## config.mk

```make
export PLATFORM = sky130hd
export DESIGN_NAME = fb_arbiter_flat
export DESIGN_NICKNAME = d
export VERILOG_FILES = /design/src/rtl/fb_arbiter_if.sv /design/src/rtl/fb_arbiter.sv /design/src/flat_wrapper.sv
export SDC_FILE = /design/constraint.sdc
export NUM_CORES = 1
export LEC_CHECK = 0
export CAP_MARGIN = 5
export CORE_UTILIZATION = 35
export CTS_BUF_LIST = sky130_fd_sc_hd__clkbuf_4 sky130_fd_sc_hd__clkbuf_8 sky130_fd_sc_hd__clkbuf_16
export CTS_CLUSTER_DIAMETER = 80
export DETAILED_ROUTE_END_ITERATION = 6
export HOLD_SLACK_MARGIN = 0.03
export PLACE_DENSITY_LB_ADDON = 0.2
export REMOVE_ABC_BUFFERS = 1
export SLEW_MARGIN = 0
export SYNTH_ARGS = -nofsm -noshare
export SYNTH_HDL_FRONTEND = slang
export SYNTH_SLANG_ARGS = --single-unit
```

## constraint.sdc

```tcl
create_clock -name clk -period 3.8 [get_ports clk]
set_input_delay 0.76 -clock clk [delete_from_list [all_inputs] [get_ports clk]]
set_output_delay 0.76 -clock clk [all_outputs]
set_load 0.05 [all_outputs]
```

## src/rtl/fb_arbiter_if.sv

```systemverilog
// Framebuffer arbiter bus: display read port, posted write port, RAM port and status.
// FB_ARB_STATS_EN adds the stall counter and FIFO high-water mark signals.
interface fb_arbiter_if #(
    parameter int ADDRW  = 19,
    parameter int PIXW   = 8,
    parameter int WDEPTH = 8
);
    localparam int LVLW = $clog2(WDEPTH) + 1;

    logic             disp_req;
    logic [ADDRW-1:0] disp_addr;
    logic [PIXW-1:0]  disp_data;
    logic             disp_valid;
    logic             wr_valid;
    logic             wr_ready;
    logic [ADDRW-1:0] wr_addr;
    logic [PIXW-1:0]  wr_data;
    logic             mem_en;
    logic             mem_we;
    logic [ADDRW-1:0] mem_addr;
    logic [PIXW-1:0]  mem_wdata;
    logic [PIXW-1:0]  mem_rdata;
    logic [LVLW-1:0]  wr_level;
    logic [1:0]       gnt;
`ifdef FB_ARB_STATS_EN
    logic [15:0]      stall_cnt;
    logic [LVLW-1:0]  max_level;
`endif

    modport slave (
`ifdef FB_ARB_STATS_EN
        output stall_cnt, max_level,
`endif
        input  disp_req, disp_addr, wr_valid, wr_addr, wr_data, mem_rdata,
        output disp_data, disp_valid, wr_ready, mem_en, mem_we, mem_addr,
               mem_wdata, wr_level, gnt
    );

    modport master (
`ifdef FB_ARB_STATS_EN
        input  stall_cnt, max_level,
`endif
        output disp_req, disp_addr, wr_valid, wr_addr, wr_data, mem_rdata,
        input  disp_data, disp_valid, wr_ready, mem_en, mem_we, mem_addr,
               mem_wdata, wr_level, gnt
    );
endinterface

```

## src/rtl/fb_arbiter.sv

```systemverilog
// Single-port framebuffer arbiter: display reads always win, writes are posted in a FIFO.
// Optional statistics (stall_cnt, max_level) are enabled by defining FB_ARB_STATS_EN.
module fb_arbiter #(
    parameter int ADDRW  = 19,
    parameter int PIXW   = 8,
    parameter int WDEPTH = 8
) (
    input logic         clk,
    input logic         sim_rst,
    fb_arbiter_if.slave bus
);
    localparam int LVLW = $clog2(WDEPTH) + 1;
    localparam int PTRW = $clog2(WDEPTH);

    logic [ADDRW-1:0] q_addr [WDEPTH];
    logic [PIXW-1:0]  q_data [WDEPTH];
    logic [PTRW-1:0]  wr_ptr;
    logic [PTRW-1:0]  rd_ptr;
    logic [LVLW-1:0]  level;
    logic             push;
    logic             pop;
    logic             rd_pend;

    // Full refuses a push even when a pop frees a slot in the same cycle.
    assign bus.wr_ready = (level < LVLW'(WDEPTH));
    assign bus.wr_level = level;
    assign push         = bus.wr_valid && bus.wr_ready;
    assign pop          = !bus.disp_req && (level != '0);

    always_comb begin
        bus.gnt       = 2'b00;
        bus.mem_en    = 1'b0;
        bus.mem_we    = 1'b0;
        bus.mem_addr  = q_addr[rd_ptr];
        bus.mem_wdata = q_data[rd_ptr];
        if (bus.disp_req) begin
            bus.gnt      = 2'b01;
            bus.mem_en   = 1'b1;
            bus.mem_addr = bus.disp_addr;
        end else if (level != '0) begin
            bus.gnt    = 2'b10;
            bus.mem_en = 1'b1;
            bus.mem_we = 1'b1;
        end
    end

    always_ff @(posedge clk) begin
        if (push) begin
            q_addr[wr_ptr] <= bus.wr_addr;
            q_data[wr_ptr] <= bus.wr_data;
        end
    end

    always_ff @(posedge clk or posedge sim_rst) begin
        if (sim_rst) begin
            wr_ptr <= '0;
            rd_ptr <= '0;
            level  <= '0;
        end else begin
            if (push) wr_ptr <= wr_ptr + PTRW'(1);
            if (pop)  rd_ptr <= rd_ptr + PTRW'(1);
            case ({push, pop})
                2'b10:   level <= level + LVLW'(1);
                2'b01:   level <= level - LVLW'(1);
                default: ;
            endcase
        end
    end

    // RAM returns data one cycle after the read; register it once more for the display.
    always_ff @(posedge clk or posedge sim_rst) begin
        if (sim_rst) begin
            rd_pend        <= 1'b0;
            bus.disp_valid <= 1'b0;
            bus.disp_data  <= '0;
        end else begin
            rd_pend        <= bus.disp_req;
            bus.disp_valid <= rd_pend;
            if (rd_pend) bus.disp_data <= bus.mem_rdata;
        end
    end

`ifdef FB_ARB_STATS_EN
    always_ff @(posedge clk or posedge sim_rst) begin
        if (sim_rst) begin
            bus.stall_cnt <= '0;
            bus.max_level <= '0;
        end else begin
            if (bus.wr_valid && !bus.wr_ready && (bus.stall_cnt != 16'hFFFF))
                bus.stall_cnt <= bus.stall_cnt + 16'd1;
            if (level > bus.max_level) bus.max_level <= level;
        end
    end
`endif
endmodule
```

## src/flat_wrapper.sv

```systemverilog
// flat-port wrapper written by rule: the top's interface ports become plain ports
module fb_arbiter_flat 
#(
    parameter int ADDRW  = 19,
    parameter int PIXW   = 8,
    parameter int WDEPTH = 8
)
  (clk, sim_rst, bus_disp_req, bus_disp_addr, bus_wr_valid, bus_wr_addr, bus_wr_data, bus_mem_rdata, bus_disp_data, bus_disp_valid, bus_wr_ready, bus_mem_en, bus_mem_we, bus_mem_addr, bus_mem_wdata, bus_wr_level, bus_gnt);
  fb_arbiter_if #(.ADDRW(ADDRW), .PIXW(PIXW), .WDEPTH(WDEPTH)) bus_i ();
  input logic clk;
  input logic sim_rst;
  input wire logic [$bits(bus_i.disp_req)-1:0] bus_disp_req;
  input wire logic [$bits(bus_i.disp_addr)-1:0] bus_disp_addr;
  input wire logic [$bits(bus_i.wr_valid)-1:0] bus_wr_valid;
  input wire logic [$bits(bus_i.wr_addr)-1:0] bus_wr_addr;
  input wire logic [$bits(bus_i.wr_data)-1:0] bus_wr_data;
  input wire logic [$bits(bus_i.mem_rdata)-1:0] bus_mem_rdata;
  output wire logic [$bits(bus_i.disp_data)-1:0] bus_disp_data;
  output wire logic [$bits(bus_i.disp_valid)-1:0] bus_disp_valid;
  output wire logic [$bits(bus_i.wr_ready)-1:0] bus_wr_ready;
  output wire logic [$bits(bus_i.mem_en)-1:0] bus_mem_en;
  output wire logic [$bits(bus_i.mem_we)-1:0] bus_mem_we;
  output wire logic [$bits(bus_i.mem_addr)-1:0] bus_mem_addr;
  output wire logic [$bits(bus_i.mem_wdata)-1:0] bus_mem_wdata;
  output wire logic [$bits(bus_i.wr_level)-1:0] bus_wr_level;
  output wire logic [$bits(bus_i.gnt)-1:0] bus_gnt;
  assign bus_i.disp_req = bus_disp_req;
  assign bus_i.disp_addr = bus_disp_addr;
  assign bus_i.wr_valid = bus_wr_valid;
  assign bus_i.wr_addr = bus_wr_addr;
  assign bus_i.wr_data = bus_wr_data;
  assign bus_i.mem_rdata = bus_mem_rdata;
  assign bus_disp_data = bus_i.disp_data;
  assign bus_disp_valid = bus_i.disp_valid;
  assign bus_wr_ready = bus_i.wr_ready;
  assign bus_mem_en = bus_i.mem_en;
  assign bus_mem_we = bus_i.mem_we;
  assign bus_mem_addr = bus_i.mem_addr;
  assign bus_mem_wdata = bus_i.mem_wdata;
  assign bus_wr_level = bus_i.wr_level;
  assign bus_gnt = bus_i.gnt;
  fb_arbiter #(.ADDRW(ADDRW), .PIXW(PIXW), .WDEPTH(WDEPTH)) u_core (.clk(clk), .sim_rst(sim_rst), .bus(bus_i));
endmodule
```

# Yosys cells after proc, flatten, opt, wreduce, memory -nomap -nowiden
# Memories as Yosys holds them, arrays and structs flattened.
# Index checks and enable logic that the tools add are counted.
dict set report word_totals {
  mem_bits_rw 216
  wordCells 29
  out_inout_bits 45
  regBits 20
  n_memories 2
  inputBits 58
}
# name words word_bits rd rd_clocked_by_memory_dff write_ports line
set mem_list {}
lappend mem_list {u_core.q_addr 8 19 1 0 1 fb_arbiter.sv:15} ;# logic [ADDRW-1:0] q_addr [WDEPTH];
lappend mem_list {u_core.q_data 8 8 1 0 1 fb_arbiter.sv:16} ;# logic [PIXW-1:0] q_data [WDEPTH];
dict set report op_classes {
  n_addsub 4
  muxes 9
  n_eq_ne 2
  magnitude_cmp 1
  reduce_logical 5
}
# operator n
set op_table {}
lappend op_table {{2-to-1 mux 19 bit} 1}
lappend op_table {{case mux 4 bit (2 select lines)} 1}
lappend op_table {{adder 3 x 1 -> 3 bit, second input constant} 2}
lappend op_table {{2-to-1 mux 1 bit} 5}
lappend op_table {{adder 4 x 1 -> 4 bit, second input constant} 1}
lappend op_table {{less-than comparator 4 bit, second input constant} 1}
lappend op_table {{2-to-1 mux 2 bit} 2}
lappend op_table {{nonzero test 4 bit} 1}
lappend op_table {{subtractor 4 x 1 -> 4 bit, second input constant} 1}
lappend op_table {{== test 2 x 1 -> 1 bit, second input constant} 1}
lappend op_table {{== test 2 bit, second input constant} 1}
lappend op_table {{logical AND 1 bit} 2}
lappend op_table {{nonzero test 2 bit} 1}
lappend op_table {{zero test 1 bit} 1}

# Logic depth before layout (Yosys ltp)
dict set report depth {
  depth_word 4
  ltp_mapped 11
  depth_no_buf 9
}

# Least setup slack after synthesis
# Ideal clock, no wire load.
dict set report synth_timing {
  path_kind {input-to-reg}
  from {input port bus_wr_valid}
  to {memory u_core.q_addr[0][0], enable pin}
  n_path_buf 0
  arrival_time_ns 3.115
  path_slack_ns 0.240
  stages 3
  required_ns 3.355
  cell_sequence {nor2b_1 > nand2b_1 > nor3_1}
}
dict set report synth_via {
  elab_chain_len 3
}
# element line
set synth_lines {}
lappend synth_lines {{from (decl)} flat_wrapper.sv:14} ;# input wire logic [$bits(bus_i.wr_valid)-1:0] bus_wr_valid;
lappend synth_lines {{logical AND 1 bit} fb_arbiter.sv:27} ;# assign push = bus.wr_valid && bus.wr_ready;
lappend synth_lines {{2-to-1 mux 1 bit} fb_arbiter.sv:48} ;# if (push) begin
lappend synth_lines {{2-to-1 mux 1 bit (implied by the code)} fb_arbiter.sv:49} ;# q_addr[wr_ptr] <= bus.wr_addr;
lappend synth_lines {{to (decl)} fb_arbiter.sv:15}
# No other way between the ends.

# Worst setup path after layout
dict set report layout_timing {
  from {register u_core.rd_ptr[0]}
  to {output port bus_mem_wdata[4]}
}
dict set report layout_via {
  elab_chain_len 1
}
# element line
set layout_lines {}
lappend layout_lines {{from (decl)} fb_arbiter.sv:18} ;# logic [PTRW-1:0] rd_ptr;
lappend layout_lines {{from (signal assigned)} fb_arbiter.sv:61} ;# if (pop) rd_ptr <= rd_ptr + PTRW'(1);
lappend layout_lines {{memory (8 x 8 bit)} --}
lappend layout_lines {{to (decl)} flat_wrapper.sv:24} ;# output wire logic [$bits(bus_i.mem_wdata)-1:0] bus_mem_wdata;
# No other way between the ends.

==> results.ini <==
[power]
switching_power_mw=2.982
pwr-share-clk_pct=26.1
p_leak_nw=4.026
pwr-share-comb_pct=36.3
power_frac_seq_pct=37.7
peakVddDrop_mv=0.4480
sw_frac_of_total_pct=33.38
powerDensity_nw_per_um2=755.0
power_mw=8.933
internal_power_mw=5.951

[die]
fp.coreArea_um2=26130
initial_core_util_pct=35.68
ios=103
die_height_um=165.2
die_x_um=165.2
dieArea_um2=27300
row_count=59

[final_layout]
fillers=2250
syn_to_final_growth_pct=26.87
antennaDiodeCount=0
drive_above_1_share_pct=25.63
final_common_cell=edfxtp_1
fin_cells=971
mostFrequentLayoutCells=edfxtp_1 (216), clkdlybuf4s50_1 (82), mux2_2 (57), mux2i_1 (38), clkbuf_16 (27)
nets=684

[sta]
fin_crit_sh_pct=96.67
max_slew_margin_pct=26.69
fin_ws_ns=0.1267
rsz0062_at_grt=no
slew_viol_final=0
finalClockSkew_ns=0.009866
hold_violations=0
post-route-min-period_ns=3.673
setup_tns_ns=0
fmax_ghz=0.2722
setup_viol=0
worst_pin_slew_ns=1.098

[clocking]
clock-sinks=236
clk_latency_ns=0.52
clock_path_buffers=3
post_cts_resized=0
clk_pin_slew_worst_paths_ns=0.05
clockRootBuffer=clkbuf_16
hold_buffers=0
cts_tree=built
post_cts_buffers=0
cts_max_level=1
cts_inserted_buffers=26

[worst_hold_path]
min_path_type=in -> reg
hp-start=bus_disp_req

[logic_synthesis]
netlist_area_um2=9325
syn_area_per_cell_um2=18.69
synth_edf_count=216
ys_ff_latch=236
yosysSeqAreaShare_pct=74.92
yosysUniqueCellTypes=30
synthCells=499
async_reset_ff_share_pct=8.475
synth_warnings=0
synth-main-ff-cell=edfxtp_1

[setup_path]
crit_path_start=u_core.rd_ptr[0]
path_max_fanout=29
crit_type=reg -> out
r2r_start=u_core.bus.wr_level[1]
cp.arrival_ns=2.91
crit_path_start_kind=register
required_ns=3.04
worstSetupEndpointType=primary output

[grt]
antenna_found_initial=1
overflow=0
grt_pass1_vias=5119
grt_max_degree=67
grt_pass1_wl_um=29280
grtUsageTotal_pct=14.43

[detailed_routing]
ant_nets=0
firstDrtPassIters=6
first_iter_violations=203
wl_per_cell_um=19.98
route.detailed.drc=10
wl_um=19400
vias=4848
via_per_inst=4.993

[outcome]
violations=design-rule violations
status=finished with violations

[placement]
dp.final_hpwl_um=11680
io_buffer_count=102
pre_cts_ws_ns=0.6255
place_congestion=0.6914
place_inst=928

[flow_run]
drv_cap=0

metal layers:
layer | vias up | GRT usage, % | wire [um]
met1 | 2432 | 18.31 | 8394
li1 | 2236 | - | -
met3 | 40 | 2.747 | 975
met4 | 2 | 4.671 | 482
met2 | 138 | 24.74 | 9538
met5 | - | 0 | 12
through the flow:
| step | area (um^2) | hold slack, ns | util [%] |
|---|---|---|---|
| 2_1_floorplan | 9161 | 0.4805 | - |
| 3_3_place_gp | 11040 | 0.4936 | 42.23 |
| 3_5_place_dp | 11040 | 0.4945 | 42.23 |
| 4_1_cts | 11830 | 0.5114 | 45.27 |
| 5_1_grt | 11830 | 0.5106 | 45.27 |
| 6_report | 11830 | 0.5052 | 45.27 |
Yosys cell counts, types with 2 or more instances:
master / count / area, um^2
inv_1: 3 / 11.26
xnor2_1: 4 / 35.03
o22ai_1: 7 / 43.79
mux2i_1: 38 / 380.4
nand2b_1: 5 / 31.28
edfxtp_1: 216 / 6486
a22oi_1: 13 / 97.59
ha_1: 5 / 62.56
o21ai_1: 19 / 95.09
buf_4: 5 / 37.54
a221o_1: 7 / 70.07
mux4_2: 16 / 360.4
clkbuf_1: 14 / 52.55
xor2_1: 6 / 52.55
buf_6: 3 / 33.78
dfrtp_1: 20 / 500.5
nor3_1: 3 / 15.01
buf_2: 5 / 25.02
mux2_2: 57 / 641.9
nor2_1: 8 / 30.03
nor2b_1: 2 / 12.51
o221ai_1: 12 / 105.1
nand2_1: 24 / 90.09
flip-flops by register name, indices dropped and copies added, names as in the netlist:
signal	flops
u_core.bus.wr_level	4
u_core.bus.disp_valid	1
u_core.bus.disp_data	8
u_core.rd_pend	1
u_core.rd_ptr	3
u_core.wr_ptr	3
u_core.q_data	64
u_core.q_addr	152
power by group through the flow:
stage / logic (mW) / registers, mW / clock network (mW)
after global routing: 3.45 / 3.40 / 2.48
after floorplan: 1.91 / 3.61 / 0
after global placement: 3.26 / 3.40 / 0
after CTS: 3.30 / 3.37 / 2.39
final: 3.24 / 3.36 / 2.33
after detailed placement: 3.29 / 3.42 / 0
kinds of logic after synthesis:
kind of cell	synth area share (%)
and+or+nand+nor	2.227
adders and majority gates	0.6709
DFF	74.92
buffers and inverters	1.878
AOI/OAI and AO/OA	4.535
muxes	14.83
xor gates and xnor gates	0.9392
critical path, stage by stage, from the launching register on:
cell             delay (ns)
dfrtp_4                0.77
mux4_2                 0.57
mux2_2                 0.30
clkdlybuf4s50_1        0.71
area by class of cell:
class                   instances  area (um^2)  area share [%]
well taps                     335        419.2           3.543
clock inverters                 8        60.06          0.5076
inverters                       3        11.26         0.09518
clock buffers                  35        735.7           6.218
flip-flops and latches        236         6990           59.08
repair buffers                122         1394           11.78
multi-input cells             232         2221           18.77
worst paths after layout:
path | to | slack [ns] | cells after the start
worst min-delay path | u_core.rd_pend | 0.51 | 1
worst min register to register | u_core.bus.disp_data[6] | 0.51 | 1
max in group asynchronous | u_core.rd_ptr[0] | 2.51 | 2
worst max-delay path | bus_mem_wdata[4] | 0.13 | 3
min in group asynchronous | u_core.bus.disp_data[4] | 0.70 | 2
worst max register to register | u_core.bus.wr_level[2] | 1.37 | 10
(Power assumes the default switching activity.)
